File: src/rtl/uart_echo_responder.sv
// Echo peer: queues bytes from UART_RX and replays them to UART_TX, one start pulse per byte.
// Optional feature macro: UART_ECHO_CASE_SWAP_EN (swap ASCII letter case on the output path).
module uart_echo_responder #(
    parameter int DEPTH        = 8,
    parameter int BUSY_TIMEOUT = 64
) (
    input  logic                   clk,
    input  logic                   rst,
    input  logic [7:0]             rx_data,
    input  logic                   rx_valid,
    input  logic                   tx_busy,
    input  logic                   clr_ovf,
    output logic [7:0]             tx_data,
    output logic                   tx_start,
    output logic [$clog2(DEPTH):0] fifo_count,
    output logic                   overflow,
    output logic [7:0]             drop_cnt,
    output logic                   timeout
);

    localparam int AW = $clog2(DEPTH);
    localparam int CW = AW + 1;
    localparam int TW = $clog2(BUSY_TIMEOUT + 1);

    typedef enum logic [1:0] {IDLE, START, WAIT_BUSY, WAIT_DONE} state_t;

    state_t          state_q, state_d;
    logic [TW-1:0]   wait_q, wait_d;
    logic [AW-1:0]   wr_ptr_q, rd_ptr_q;
    logic [CW-1:0]   count_q;
    logic [7:0]      tx_data_q;
    logic            timeout_q, timeout_d;
    logic            overflow_q;
    logic [7:0]      drop_q;
    logic [7:0]      mem [DEPTH];
    logic            pop, push, drop;
    logic [7:0]      head_byte, out_byte;

    always_comb begin
        state_d   = state_q;
        wait_d    = wait_q;
        pop       = 1'b0;
        timeout_d = 1'b0;
        case (state_q)
            IDLE: begin
                // A busy line left over from before reset holds us here until it drops.
                if (count_q != '0 && !tx_busy) begin
                    pop     = 1'b1;
                    state_d = START;
                end
            end
            START: begin
                wait_d  = '0;
                state_d = WAIT_BUSY;
            end
            WAIT_BUSY: begin
                if (tx_busy) begin
                    state_d = WAIT_DONE;
                end else if (wait_q == TW'(BUSY_TIMEOUT - 1)) begin
                    timeout_d = 1'b1;
                    state_d   = IDLE;
                end else begin
                    wait_d = wait_q + 1'b1;
                end
            end
            WAIT_DONE: begin
                if (!tx_busy) state_d = IDLE;
            end
            default: state_d = IDLE;
        endcase
    end

    // A full FIFO still accepts a byte when the head leaves in the same cycle.
    assign push = rx_valid && (count_q != CW'(DEPTH) || pop);
    assign drop = rx_valid && !push;

    assign head_byte = mem[rd_ptr_q];
`ifdef UART_ECHO_CASE_SWAP_EN
    assign out_byte = ((head_byte >= 8'h41 && head_byte <= 8'h5A) ||
                       (head_byte >= 8'h61 && head_byte <= 8'h7A)) ? (head_byte ^ 8'h20) : head_byte;
`else
    assign out_byte = head_byte;
`endif

    always_ff @(posedge clk) begin
        if (push) mem[wr_ptr_q] <= rx_data;
    end

    always_ff @(posedge clk) begin
        if (rst) begin
            state_q    <= IDLE;
            wait_q     <= '0;
            wr_ptr_q   <= '0;
            rd_ptr_q   <= '0;
            count_q    <= '0;
            tx_data_q  <= 8'h00;
            timeout_q  <= 1'b0;
            overflow_q <= 1'b0;
            drop_q     <= 8'h00;
        end else begin
            state_q   <= state_d;
            wait_q    <= wait_d;
            timeout_q <= timeout_d;
            if (push) wr_ptr_q <= wr_ptr_q + 1'b1;
            if (pop) begin
                rd_ptr_q  <= rd_ptr_q + 1'b1;
                tx_data_q <= out_byte;
            end
            if (push && !pop)      count_q <= count_q + 1'b1;
            else if (pop && !push) count_q <= count_q - 1'b1;
            if (clr_ovf) begin
                overflow_q <= 1'b0;
                drop_q     <= 8'h00;
            end else if (drop) begin
                overflow_q <= 1'b1;
                if (drop_q != 8'hFF) drop_q <= drop_q + 1'b1;
            end
        end
    end

    assign tx_data    = tx_data_q;
    assign tx_start   = (state_q == START);
    assign fifo_count = count_q;
    assign overflow   = overflow_q;
    assign drop_cnt   = drop_q;
    assign timeout    = timeout_q;

endmodule

File: config.mk
export PLATFORM = sky130hd
export DESIGN_NAME = uart_echo_responder
export DESIGN_NICKNAME = d
export VERILOG_FILES = /design/src/rtl/uart_echo_responder.sv
export SDC_FILE = /design/constraint.sdc
export NUM_CORES = 1
export LEC_CHECK = 0
export ABC_CLOCK_PERIOD_IN_PS = 2600
export BUFFER_PORTS_ARGS = -buffer_cell sky130_fd_sc_hd__buf_4
export CORE_MARGIN = 5
export CORE_UTILIZATION = 40
export DETAILED_ROUTE_END_ITERATION = 10
export PLACE_DENSITY_LB_ADDON = 0.3
export SYNTH_ARGS = -nofsm -noshare
export SYNTH_HDL_FRONTEND = slang
export SYNTH_SLANG_ARGS = --single-unit
File: constraint.sdc
create_clock -name clk -period 2.6 [get_ports clk]
set_input_delay 0.13 -clock clk [delete_from_list [all_inputs] [get_ports clk]]
set_output_delay 0.13 -clock clk [all_outputs]
set_load 0.02 [all_outputs]
After elaboration in Yosys (flattened, before gate mapping)
Memory sizes are Yosys's and may differ from the RTL's. A register that Yosys moved wholly into a read port is not among the register bits.
Cells that the tools add are included.

operators by class
  add/sub/neg operators = 6
  eq/ne operators = 11
  mux-type cells = 15
  bitwise logic cells = 1
  reduce and logical (&&, ||, !) cells = 18

operators with widths
  operator             number
  $mux 7               2
  $pmux 7 s2           1
  $add 8x1->8 const B  1
  $mux 2               4
  $mux 4               2
  $ne 2x2->1 const B   4
  $ne 8x8->1 const B   1
  $pmux 2 s4           1
  $add 7x1->7 const B  1
  $eq 7x6->1 const B   1
  $add 3x1->3 const B  2
  $reduce_and 3->1     2
  $logic_and 1x1->1    5
  $mux 1               5
  $add 4x1->4 const B  1
  $eq 2x2->1 const B   2
  $ne 4x4->1 const B   1
  $reduce_bool 2->1    2
  $reduce_bool 4->1    1
  $sub 4x1->4 const B  1
  $logic_not 1->1      3
  $ne 3x3->1 const B   1
  $reduce_or 3->1      1
  $eq 2x1->1 const B   1
  other kinds (5)      5

word-level totals
  register bits = 29
  memory bits (writable) = 64
  bits of input ports = 13
  word-level logic and storage cells = 60
  memories = 1

memories
  name  words  width  rd ports  clocked after Yosys merged registers in  write ports  RTL line  RTL
  mem   8      8      1         1                                        1            35        logic [7:0] mem [DEPTH];

Depth between registers and ports, before layout
Gate-level depths: netlist (run 1).

  word-level depth = 10
  mapped depth = 11
  mapped depth without buffers = 10

Worst setup path before layout (run 1)
No wires, ideal clock.

  path type = reg2reg
  from = register count_q[0], in the netlist fifo_count[0]
  to = register count_q[3], in the netlist fifo_count[3]
  setup time = 0.121 ns
  arrival time = 2.657 ns
  required time = 2.479 ns
  slack = -0.178 ns
  stages on the path, launching flop included = 11
  period minus slack after synthesis = 2.778 ns
  cell sequence = dfxtp_1 -> or4b_1 -> o21ai_2 -> inv_2 -> ha_1 -> inv_1 -> ha_1 -> a21oi_1 -> a211oi_1 -> a31oi_1 -> mux2_2

between the ends
  word-level cells in the longest chain between the ends = 9
  elaborated cells on any way between the ends = 16

ends and longest elaborated chain
  what                         RTL line  RTL
  start: declaration           30        logic [CW-1:0] count_q;
  start signal: assignment     109       if (push && !pop) count_q <= count_q + 1'b1;
  start signal: assignment     110       else if (pop && !push) count_q <= count_q - 1'b1;
  $reduce_bool 4->1            47        if (count_q != '0 && !tx_busy) begin
  $logic_and 1x1->1            47
  $mux 1                       47
  $mux 1                       44        case (state_q)
  $logic_or 1x1->1 *           74        assign push = rx_valid && (count_q != CW'(DEPTH) || pop);
  $logic_and 1x1->1 *          74
  via push                     36        logic pop, push, drop;
  $logic_not 1->1              110
  $logic_and 1x1->1            110
  $reduce_bool 2->1 (no line)  --

Mark *: on every way through the listed nets, which the timed path passes. The rest lies on a longest branch. The select of a mux whose other input is x is not followed.
A chain may end at the register's enable or synchronous reset.

Final worst setup path (run 1)
Same ends and word-level chain as after synthesis.

==> implementation parameters, run 1 <==
Parameter                              Value

Drt
  DRC violation total after the first TritonRoute iteration    201
  Pre-antenna DRT Iters    6
  Drt wl/cell    16.3 um
  Post-route DRC violation count    0
  Vias    2642
  Vias per std cell    5.26
  Number of antenna-violating nets in the routed design    0
  Final wirelength    8210 um

Floorplanning
  Die Y    112 um
  Placeable core region    10300 um2
  Width of the chip    112 um
  Die Area    12600 um2
  Count of standard-cell rows    37
  Number of ports placed on the die boundary    36
  Initial core utilization    0.408

Finish
  Fin cells    502
  Syn-to-layout area delta    19.6%
  Final core utilization    0.488
  Most frequent standard cell in the layout excluding fill and tap cells    sky130_fd_sc_hd__edfxtp_1
  Fill cell total of the finished layout    901
  Final Net Count    382
  Commonest cells after routing, fill and taps aside    64 x sky130_fd_sc_hd__edfxtp_1, 50 x sky130_fd_sc_hd__buf_4, 33 x sky130_fd_sc_hd__dfxtp_1
  Ratio of cells with drive above 1 in the final layout    0.287
  N_diodes    0

GRT
  Number of global-route vias before repair    2659
  Overall Global Routing Usage    0.139
  First-pass GRT wire length    13900 um
  Maximum number of pins on one net before global-route repair    35
  Initial antenna violation count    0
  Gr ovfl total    0

Placed design
  Number of input and output port buffers inserted    35
  Routability congestion estimate from global placement    0.795
  HPWL Detailed    5310 um
  Placed cell count    478

Clocking
  Number of levels in the clock H-tree    3
  Clock tree from TritonCTS    done
  Number of post-CTS setup repair buffers    0
  Buffer levels on the longest clock path    2
  Clock root buffer master    sky130_fd_sc_hd__clkbuf_8
  Number of buffers inserted during clock tree synthesis    9
  Clock latency reported for the late side of the worst-skew pair    370 ps
  Clock tree sinks    101
  Clk pin slew, worst setup/hold paths    100 ps

Critical path
  Type of the worst setup path    register to register
  Critical Path Fanout Max    4
  Worst Path Arrival    2770 ps
  Crit end category    register
  Depth of the most critical reg-to-reg path    10
  Launching element type of the critical path    register
  Worst Path Required    2860 ps

Synth
  EDFF count, synth    64
  Flip-flop cell with the highest count after synthesis    sky130_fd_sc_hd__edfxtp_1
  Top cells by area, synth    sky130_fd_sc_hd__edfxtp_1 46%, sky130_fd_sc_hd__dfxtp_1 18%, sky130_fd_sc_hd__mux4_2 8.6%
  Number of distinct library cells after synthesis    54
  Per-instance average area after synthesis    13.7 um2
  #FFs+latches synth    101
  Share of flip-flops with an asynchronous set or reset    0
  Biggest area consumer among synthesized cells    sky130_fd_sc_hd__edfxtp_1
  Number of instances in the synthesized netlist    306
  Share of the synthesized area in the top cell type    0.458
  Area of the mapped netlist    4190 um2
  Nets in the synthesized netlist    327
  Synthesis Warnings    0
  Sequential area share after synthesis    0.635

Status
  Outcome    completed

Power
  Cell area power density    874 nW/um2
  Part of the total power dissipated in the clock network    0.218
  Sequential Power Share    0.447
  Proportion of total power due to net switching    0.330
  Internal power contribution    2.94 mW
  Worst ir drop on vdd    0.387 mV
  Leakage power figure    1.72 nW
  Comb pwr share    0.335
  Switching power summed over all nets    1.44 mW

STA
  Final hold viol count    0
  Setup clock skew after layout    12.1 ps
  # setup viols final    0
  Remaining max-slew budget at the tightest pin    0.357
  Slew Limit Fails    0
  Tightest hold margin    27.1 ps
  Max Clk Rate    399 MHz
  Actual slew at the worst max-slew pin    961 ps
  Crit share post-route    0.964
  Minimum clock period after layout    2510 ps

Hold path
  Tightest Hold Check Type    input pin to register
  Number of cells on the worst hold path    3

Run
  Max-cap viol count    0
==> synth_stat cells (7+ instances only) <==
library cell                n
sky130_fd_sc_hd__nand3_1    8
sky130_fd_sc_hd__clkbuf_1   7
sky130_fd_sc_hd__mux4_2    16
sky130_fd_sc_hd__dfxtp_1   37
sky130_fd_sc_hd__nor2_1    29
sky130_fd_sc_hd__nor3_1    14
sky130_fd_sc_hd__nand2_1   14
sky130_fd_sc_hd__ha_1       7
sky130_fd_sc_hd__a21oi_1   16
sky130_fd_sc_hd__edfxtp_1  64
sky130_fd_sc_hd__inv_1      7
sky130_fd_sc_hd__o22ai_1    8
==> power by group through the flow <==
| stage | logic (mW) | clock network, mW | registers (mW) |
|---|---|---|---|
| after detailed placement | 1.40 | 0 | 2.00 |
| after global routing | 1.62 | 1.06 | 1.98 |
| after global placement | 1.36 | 0 | 1.99 |
| final | 1.47 | 0.954 | 1.96 |
| after floorplan | 0.831 | 0 | 2.12 |
| after CTS | 1.41 | 0.981 | 1.96 |
==> worst max-delay path, stage by stage (launching register included) <==
cell and delay, ps:
sky130_fd_sc_hd__dfxtp_4 360, sky130_fd_sc_hd__or4b_4 560, sky130_fd_sc_hd__o21ai_4 170, sky130_fd_sc_hd__inv_2 80, sky130_fd_sc_hd__ha_4 170, sky130_fd_sc_hd__inv_4 80, sky130_fd_sc_hd__ha_4 220, sky130_fd_sc_hd__a21oi_4 160
sky130_fd_sc_hd__a211oi_2 90, sky130_fd_sc_hd__a31oi_1 170, sky130_fd_sc_hd__mux2_2 350
==> cell type report <==
| type | instances | area [um2] | share of cell area |
|---|---|---|---|
| sequential | 101 | 2670 | 0.533 |
| clock inverter | 7 | 66.3 | 0.0132 |
| clock buffer | 9 | 124 | 0.0247 |
| multi-input combinational | 183 | 1500 | 0.298 |
| inverter | 8 | 32.5 | 0.00649 |
| timing repair buffer | 58 | 455 | 0.0908 |
| tap | 136 | 170 | 0.0339 |
==> logic make-up (layout without fill, tap and decap cells) <==
logic type | Yosys count | in the layout | share of synthesized area
AOI/OAI and AO/OA | 45 | 45 | 0.0689
xor gates and xnor gates | 6 | 6 | 0.0125
adders and majority gates | 8 | 8 | 0.0257
buffers and inverters | 22 | 82 | 0.0227
DFF | 101 | 101 | 0.635
muxes | 21 | 21 | 0.0982
and+or+nand+nor | 103 | 103 | 0.137
==> worst paths after layout <==
path	to	slack, ps	from
worst min register to register	overflow	490	overflow
worst max-delay path	fifo_count[3]	90	fifo_count[0]
worst min-delay path	drop_cnt[5]	30	clr_ovf
worst max register to register	fifo_count[3]	90	fifo_count[0]
==> sequential cells by signal (all words and copies together), names as in the netlist <==
signal and cells:
state_q 2, wr_ptr_q 3, fifo_count 4, rd_ptr_q 3, wait_q 7, drop_cnt 8
mem 64, overflow 1, timeout 1, tx_data 8
==> per-layer routing <==
layer | GRT usage | wire (um) | vias up
li1 | - | - | 1283
met1 | 0.183 | 3760 | 1301
met2 | 0.231 | 4040 | 48
met3 | 0.0383 | 328 | 10
met4 | 0.0337 | 83 | 0
met5 | 0 | 0 | -
==> per-stage QoR <==
| step | worst slack (ps) | power (mW) | setup TNS, ps | cell area, um2 |
|---|---|---|---|---|
| 6_report | 92.7 | 4.38 | 0 | 5010 |
| 5_1_grt | -1.48 | 4.65 | -1.48 | 5010 |
| 4_1_cts | 5.08 | 4.35 | 0 | 4980 |
| 3_5_place_dp | 12.7 | 3.39 | 0 | 4710 |
| 3_3_place_gp | 90.1 | 3.35 | 0 | 4710 |
| 2_1_floorplan | 50.6 | 2.95 | 0 | 4230 |
==> what timing repair did <==
| item | in CTS | in global routing |
|---|---|---|
| setup endpoints to repair | 1 | 1 |
| hold endpoints to repair | 63 | 0 |
| resized for setup | 1 | 7 |
| hold buffers | 8 | 0 |
(Power assumes the default switching activity.)
==> inputs of run 2 (changes only) <==
- CELL_PAD_IN_SITES_DETAIL_PLACEMENT: unset -> 0
- CELL_PAD_IN_SITES_GLOBAL_PLACEMENT: unset -> 1
- PLACE_DENSITY: unset -> 0.76
- PLACE_DENSITY_LB_ADDON: 0.3 -> unset
==> implementation parameters, run 2 (synthesis gave the netlist of run 1 again) <==
Parameter                              Value

STA
  Final sum of negative setup slack    0 ps (unchanged)
  Max Clk Rate    406 MHz (was 399 MHz)
  Crit share post-route    0.947 (was 0.964)
  Tightest hold margin    18.1 ps (was 27.1 ps)
  # setup viols final    0 (unchanged)
  Actual slew at the worst max-slew pin    902 ps (was 961 ps)
  Minimum clock period after layout    2460 ps (was 2510 ps)
  Final hold viol count    0 (unchanged)
  Slew Limit Fails    0 (unchanged)
  Setup clock skew after layout    16.9 ps (was 12.1 ps)
  Remaining max-slew budget at the tightest pin    0.397 (was 0.357)

Critical path
  Buffering stage count on the worst path with inverters included    2 (unchanged)
  Crit end category    register (unchanged)
  Cell depth of the worst setup path    10 (unchanged)
  List of cells traversed by the critical path    or4b_4, o21ai_4, inv_2, ha_4, inv_2, ha_4, a21oi_2, a211oi_1, a31oi_1, mux2_2 (was or4b_4, o21ai_4, inv_2, ha_4, inv_4, ha_4, a21oi_4, a211oi_2, a31oi_1, mux2_2)
  Worst Path Arrival    2740 ps (was 2770 ps)
  Type of the worst setup path    register to register (unchanged)
  Family of cells with the greatest summed delay on the critical path    simple AND/OR/NAND/NOR gates (was compound AO/OA/AOI/OAI gates)
  Critical Path Fanout Max    4 (unchanged)
  Delay of the slowest cell on the worst path    550 ps (was 560 ps)
  Launching element type of the critical path    register (unchanged)
  Slowest-stage cell, CP    sky130_fd_sc_hd__or4b_4 (unchanged)
  Worst Path Required    2870 ps (was 2860 ps)
  Depth of the most critical reg-to-reg path    10 (unchanged)

Drt
  Uppermost routed layer    met4 (unchanged)
  Metal-1 WL    3680 um (was 3760 um)
  DRC violation total after the first TritonRoute iteration    167 (was 201)
  Met2 WL post-DR    4170 um (was 4040 um)
  Drt wl/cell    16.5 um (was 16.3 um)
  Final wirelength    8310 um (was 8210 um)
  Met3 Routed Length    367 um (was 328 um)
  Number of antenna-violating nets in the routed design    0 (unchanged)
  Vias    2635 (was 2642)
  Pre-antenna DRT Iters    4 (was 6)
  Post-route DRC violation count    0 (unchanged)
  Vias per std cell    5.23 (was 5.26)

Placed design
  Placed cell count    480 (was 478)
  Number of input and output port buffers inserted    35 (unchanged)
  HPWL Detailed    5390 um (was 5310 um)
  Routability congestion estimate from global placement    0.744 (was 0.795)

Clocking
  Buffer levels on the longest clock path    2 (unchanged)
  Number of levels in the clock H-tree    3 (unchanged)
  Clock latency reported for the late side of the worst-skew pair    370 ps (about the same)
  Clk pin slew, worst setup/hold paths    110 ps (was 100 ps)
  Number of post-CTS setup repair buffers    0 (unchanged)
  Number of buffers inserted during clock tree synthesis    9 (unchanged)
  Clock tree sinks    101 (unchanged)
  Clock tree from TritonCTS    done (unchanged)
  Clock root buffer master    sky130_fd_sc_hd__clkbuf_8 (unchanged)

Floorplanning
  Count of standard-cell rows    37 (unchanged)
  Die Y    112 um (unchanged)
  Width of the chip    112 um (unchanged)
  Initial core utilization    0.408 (unchanged)
  Die Area    12600 um2 (unchanged)
  Placeable core region    10300 um2 (unchanged)
  Number of ports placed on the die boundary    36 (unchanged)

Power
  Cell area power density    891 nW/um2 (was 874 nW/um2)
  Overall Power    4.49 mW (was 4.38 mW)
  Worst ir drop on vdd    0.403 mV (was 0.387 mV)
  Leakage power figure    1.75 nW (was 1.72 nW)

Finish
  Number of flip-flops in the largest register    64 (unchanged)
  Syn-to-layout area delta    20.1% (was 19.6%)
  Ratio of cells with drive above 1 in the final layout    0.283 (was 0.287)
  Commonest cells after routing, fill and taps aside    64 x sky130_fd_sc_hd__edfxtp_1, 52 x sky130_fd_sc_hd__buf_4, 33 x sky130_fd_sc_hd__dfxtp_1 (was 64 x sky130_fd_sc_hd__edfxtp_1, 50 x sky130_fd_sc_hd__buf_4, 33 x sky130_fd_sc_hd__dfxtp_1)
  Most frequent standard cell in the layout excluding fill and tap cells    sky130_fd_sc_hd__edfxtp_1 (unchanged)
  Top register by number of flip-flops    mem (unchanged)
  N_diodes    0 (unchanged)
  Final Net Count    384 (was 382)
  Fin cells    504 (was 502)
  Final core utilization    0.490 (was 0.488)

Status
  Outcome    completed (unchanged)

Run
  Max-cap viol count    0 (unchanged)

GRT
  Gr ovfl total    0 (unchanged)
  Overall Global Routing Usage    0.137 (was 0.139)
  Initial antenna violation count    0 (unchanged)
  Number of global-route vias before repair    2622 (was 2659)
  Maximum number of pins on one net before global-route repair    35 (unchanged)
  First-pass GRT wire length    13700 um (was 13900 um)

Hold path
  Number of cells on the worst hold path    3 (unchanged)
  Tightest Hold Check Type    input pin to register (unchanged)
==> run 2: changes by cell type in the layout (fill, tap and decap cells not counted), sizes merged <==
| cell | delta |
|---|---|
| inv | +2 |
| clkinvlp | -2 |
| buf | +2 |
| bufinv | +1 |
| clkinv | -1 |
==> run 2: path summary, 6_finish.rpt <==
kind	from	end	slack, ps
hold / removal	clr_ovf	drop_cnt[5]	20
hold reg to reg	overflow	overflow	480
setup / recovery	fifo_count[0]	fifo_count[3]	140
setup reg to reg	fifo_count[0]	fifo_count[3]	140
==> run 2: tightest hold or removal path: cells and delay by family <==
kind / cells / cell delay [ps]
muxes: 1 / 50
and+or+nand+nor: 1 / 90
buffers and inverters: 1 / 90
==> run 2: what timing repair did <==
item                       CTS  global route
setup endpoints to repair    0             1
resized for setup            0             3
hold endpoints to repair    55             0
hold buffers                 8             0
==> run 2: area by class of cell <==
class,count,area [um2]
Tap cell,136,170
Multi-Input combinational cell,183,1480
Inverter,8,30.0
Clock buffer,9,124
Timing Repair Buffer,60,470
Sequential cell,101,2670
Clock inverter,7,97.6
Fill cell,917,5240
==> run 2: routing by layer <==
layer,track usage,vias up
met4,0.0457,0
met1,0.179,1294
met2,0.233,46
met3,0.0232,9
met5,0,-
li1,-,1286
==> run 2: power breakdown <==
group | internal [mW] | switching, mW | leakage [nW]
clock network | 0.484 | 0.615 | 0.113
logic | 0.672 | 0.748 | 0.748
registers | 1.87 | 0.0957 | 0.884
==> run 2: through the flow <==
step,instance area [um2],setup WS (ps)
after floorplan,4230,50.6
final,5040,138
after global routing,5040,-0.177
after CTS,5020,44.0
after global placement,4720,106
after detailed placement,4720,63.4
==> inputs of run 3 (changes only) <==
- ABC_AREA: unset -> 1
- PLACE_DENSITY: 0.76 -> 0.8
- SETUP_SLACK_MARGIN: unset -> 0.3
==> implementation parameters, run 3 <==
Parameter                              Value

Status
  Outcome    completed (unchanged)

Synth
  Synth top cells by count    145 x sky130_fd_sc_hd__nand2_1, 68 x sky130_fd_sc_hd__nand3_1, 67 x sky130_fd_sc_hd__inv_1 (was 64 x sky130_fd_sc_hd__edfxtp_1, 37 x sky130_fd_sc_hd__dfxtp_1, 29 x sky130_fd_sc_hd__nor2_1)
  Most frequent cell after synthesis    sky130_fd_sc_hd__nand2_1 (was sky130_fd_sc_hd__edfxtp_1)
  EDFF count, synth    64 (unchanged)
  Number of distinct library cells after synthesis    31 (was 54)
  Fraction of the mapped netlist area in compound gates    0.0480 (was 0.0689)
  Dominant combinational cell family by area after synthesis    simple AND/OR/NAND/NOR gates (unchanged)
  Area of the mapped netlist    4640 um2 (was 4190 um2)
  Synth Area in Simple Gates    0.262 (was 0.137)
  Share of the synthesized area in the top cell type    0.414 (was 0.458)
  Share of flip-flops with an asynchronous set or reset    0 (unchanged)
  Top cells by area, synth    sky130_fd_sc_hd__edfxtp_1 41%, sky130_fd_sc_hd__dfxtp_1 16%, sky130_fd_sc_hd__nand2_1 12% (was sky130_fd_sc_hd__edfxtp_1 46%, sky130_fd_sc_hd__dfxtp_1 18%, sky130_fd_sc_hd__mux4_2 8.6%)
  Flip-flop cell with the highest count after synthesis    sky130_fd_sc_hd__edfxtp_1 (unchanged)
  Biggest area consumer among synthesized cells    sky130_fd_sc_hd__edfxtp_1 (unchanged)
  Area share of fa/ha/maj cells after synthesis    0.0232 (was 0.0257)
  Post-synthesis share of cell area spent on xor and xnor gates    0.0132 (was 0.0125)
  #FFs+latches synth    101 (unchanged)
  Synthesis Warnings    0 (unchanged)
  Multiplexer share of the synthesized area    0 (was 0.0982)
  Nets in the synthesized netlist    546 (was 327)
  Number of instances in the synthesized netlist    525 (was 306)
  Sequential area share after synthesis    0.574 (was 0.635)
  Per-instance average area after synthesis    8.83 um2 (was 13.7 um2)

STA
  Final hold viol count    0 (unchanged)
  Worst path setup slack after routing    436 ps (was 138 ps)
  RSZ-0062 raised after global routing    no
  Max Clk Rate    462 MHz (was 406 MHz)
  Final sum of negative setup slack    0 ps (unchanged)
  # setup viols final    0 (unchanged)
  Slew Limit Fails    0 (unchanged)
  Actual slew at the worst max-slew pin    593 ps (was 902 ps)
  Tightest hold margin    12.4 ps (was 18.1 ps)
  Minimum clock period after layout    2160 ps (was 2460 ps)
  Remaining max-slew budget at the tightest pin    0.604 (was 0.397)
  Crit share post-route    0.832 (was 0.947)
  Setup clock skew after layout    10.2 ps (was 16.9 ps)

Placed design
  Post-placement setup slack    334 ps (was 63.4 ps)
  Cell area reported after detailed placement    5090 um2 (was 4720 um2)
  Number of input and output port buffers inserted    35 (unchanged)
  Routability congestion estimate from global placement    0.810 (was 0.744)
  Placed cell count    701 (was 480)
  HPWL Detailed    6590 um (was 5390 um)

Finish
  Most frequent standard cell in the layout excluding fill and tap cells    sky130_fd_sc_hd__nand2_1 (was sky130_fd_sc_hd__edfxtp_1)
  Top register by number of flip-flops    mem (unchanged)
  Ratio of cells with drive above 1 in the final layout    0.163 (was 0.283)
  Post-route design area    5430 um2 (was 5040 um2)
  Final core utilization    0.477 (was 0.490)
  Syn-to-layout area delta    17.1% (was 20.1%)
  Commonest cells after routing, fill and taps aside    145 x sky130_fd_sc_hd__nand2_1, 68 x sky130_fd_sc_hd__nand3_1, 66 x sky130_fd_sc_hd__inv_1 (was 64 x sky130_fd_sc_hd__edfxtp_1, 52 x sky130_fd_sc_hd__buf_4, 33 x sky130_fd_sc_hd__dfxtp_1)
  Fill cell total of the finished layout    1080 (was 917)
  Fin cells    718 (was 504)
  N_diodes    0 (unchanged)
  Final Net Count    591 (was 384)
  Number of flip-flops in the largest register    64 (unchanged)

Power
  Proportion of total power due to net switching    0.353 (was 0.325)
  Overall Power    4.98 mW (was 4.49 mW)
  Cell area power density    917 nW/um2 (was 891 nW/um2)
  Sequential Power Share    0.400 (was 0.439)
  Leakage power figure    2.33 nW (was 1.75 nW)
  Internal power contribution    3.22 mW (was 3.03 mW)
  Part of the total power dissipated in the clock network    0.280 (was 0.245)
  Switching power summed over all nets    1.76 mW (was 1.46 mW)
  Comb pwr share    0.321 (was 0.316)
  Worst ir drop on vdd    0.463 mV (was 0.403 mV)

Critical path
  Worst Path Arrival    2390 ps (was 2740 ps)
  Type of the worst setup path    register to register (unchanged)
  Launching element type of the critical path    register (unchanged)
  List of cells traversed by the critical path    inv_2, nand2_1, nor2_2, o21ai_2, inv_2, ha_1, inv_2, ha_4, a21oi_2, nand2_1, o21ai_0, nand2_1, nand2_1, a21oi_1 (was or4b_4, o21ai_4, inv_2, ha_4, inv_2, ha_4, a21oi_2, a211oi_1, a31oi_1, mux2_2)
  Buffering stage count on the worst path with inverters included    3 (was 2)
  Worst Path Required    2820 ps (was 2870 ps)
  Crit end category    register (unchanged)
  Slowest-stage cell, CP    sky130_fd_sc_hd__dfxtp_1 (was sky130_fd_sc_hd__or4b_4)
  Critical Path Fanout Max    5 (was 4)
  Cell occurring most often along the worst timing path    sky130_fd_sc_hd__nand2_1
  Delay of the slowest cell on the worst path    410 ps (was 550 ps)
  Family of cells with the greatest summed delay on the critical path    compound AO/OA/AOI/OAI gates (was simple AND/OR/NAND/NOR gates)

Clocking
  Clock root buffer master    sky130_fd_sc_hd__clkbuf_16 (was sky130_fd_sc_hd__clkbuf_8)
  Clock latency reported for the late side of the worst-skew pair    350 ps (was 370 ps)
  Clock tree sinks    101 (unchanged)
  Clock tree from TritonCTS    done (unchanged)
  Buffer levels on the longest clock path    2 (unchanged)
  Number of levels in the clock H-tree    3 (unchanged)
  Clk pin slew, worst setup/hold paths    70 ps (was 110 ps)
  Hold-fix buffers at CTS    0 (was 8)
  Number of buffers inserted during clock tree synthesis    9 (unchanged)

Drt
  Vias per std cell    4.82 (was 5.23)
  Pre-antenna DRT Iters    4 (unchanged)
  Number of antenna-violating nets in the routed design    0 (unchanged)
  DRC violation total after the first TritonRoute iteration    152 (was 167)
  Final wirelength    10200 um (was 8310 um)
  Post-route DRC violation count    0 (unchanged)
  Drt wl/cell    14.2 um (was 16.5 um)
  Vias    3462 (was 2635)

GRT
  Initial antenna violation count    0 (unchanged)
  Maximum number of pins on one net before global-route repair    35 (unchanged)
  Gr ovfl total    0 (unchanged)
  Number of global-route vias before repair    3357 (was 2622)
  Overall Global Routing Usage    0.149 (was 0.137)
  First-pass GRT wire length    16700 um (was 13700 um)

Floorplanning
  Die Y    118 um (was 112 um)
  Width of the chip    118 um (was 112 um)
  Die Area    13800 um2 (was 12600 um2)
  Number of ports placed on the die boundary    36 (unchanged)
  Initial core utilization    0.408 (about the same)
  Count of standard-cell rows    39 (was 37)
  Placeable core region    11400 um2 (was 10300 um2)

Run
  Max-cap viol count    0 (unchanged)

Hold path
  Tightest Hold Check Type    input pin to register (unchanged)
==> run 3: changes by cell type after synthesis, sizes merged, moves of 8 or more <==
cell	previous run	this run
nand2	14	149
a21oi	16	27
nor2	29	51
inv	8	76
nor3	15	0
nand3	9	70
o22ai	8	0
mux4	16	0
o21ai	4	13
==> run 3: worst paths after layout <==
kind / slack (ps) / cells past startpoint / endpoint / from
worst max-delay path: 440 / 14 / fifo_count[3] / state_q[0]
worst min-delay path: 10 / 1 / mem[4][1] / rx_data[1]
worst max register to register: 440 / 14 / fifo_count[3] / state_q[0]
worst min register to register: 450 / 2 / overflow / overflow
==> run 3: area by class of cell <==
| cell class | instances | area (um2) | share of cell area |
|---|---|---|---|
| flip-flops and latches | 101 | 2660 | 0.491 |
| multi-input cells | 332 | 1620 | 0.299 |
| repair buffers | 48 | 360 | 0.0664 |
| inverters | 78 | 293 | 0.0539 |
| clock buffers | 12 | 256 | 0.0472 |
| well taps | 143 | 179 | 0.0330 |
| clock inverters | 4 | 53.8 | 0.00991 |
==> run 3: cells by family (layout without fill, tap and decap cells) <==
kind of cell             after synthesis  count (layout)
adder cells (fa/ha/maj)                8               8
AO/OA/AOI/OAI                         41              41
buffers and inverters                 92             142
AND/OR/NAND/NOR                      276             276
XOR/XNOR                               7               7
flip-flops                           101             101
==> run 3: metal layers <==
| layer | GRT usage | routed length, um | vias up |
|---|---|---|---|
| li1 | - | - | 1783 |
| met1 | 0.187 | 4590 | 1598 |
| met2 | 0.255 | 5060 | 68 |
| met3 | 0.0274 | 384 | 13 |
| met4 | 0.0573 | 159 | 0 |
| met5 | 0 | 0 | - |
==> run 3: timing repair <==
action / in CTS / in global routing
endpoints found under the setup margin: 1 / 2
setup buffers: 1 / 0
pin swaps: 1 / 1
resized for setup: 1 / 3
==> run 3: power by group through the flow <==
| stage | clock network [mW] | registers [mW] | logic (mW) |
|---|---|---|---|
| after floorplan | 0 | 2.08 | 1.03 |
| after detailed placement | 0 | 2.02 | 1.54 |
| final | 1.39 | 1.99 | 1.60 |
| after global placement | 0 | 2.01 | 1.52 |
| after CTS | 1.41 | 1.99 | 1.59 |
| after global routing | 1.47 | 2.01 | 1.78 |
==> run 3: worst reg2reg max path: cells and delay by family, from the launching register on <==
kind / cells / cell delay [ps]
AND/OR/NAND/NOR: 5 / 400
buffers and inverters: 3 / 300
flip-flops: 1 / 410
AO/OA/AOI/OAI: 4 / 490
adder cells (fa/ha/maj): 2 / 450
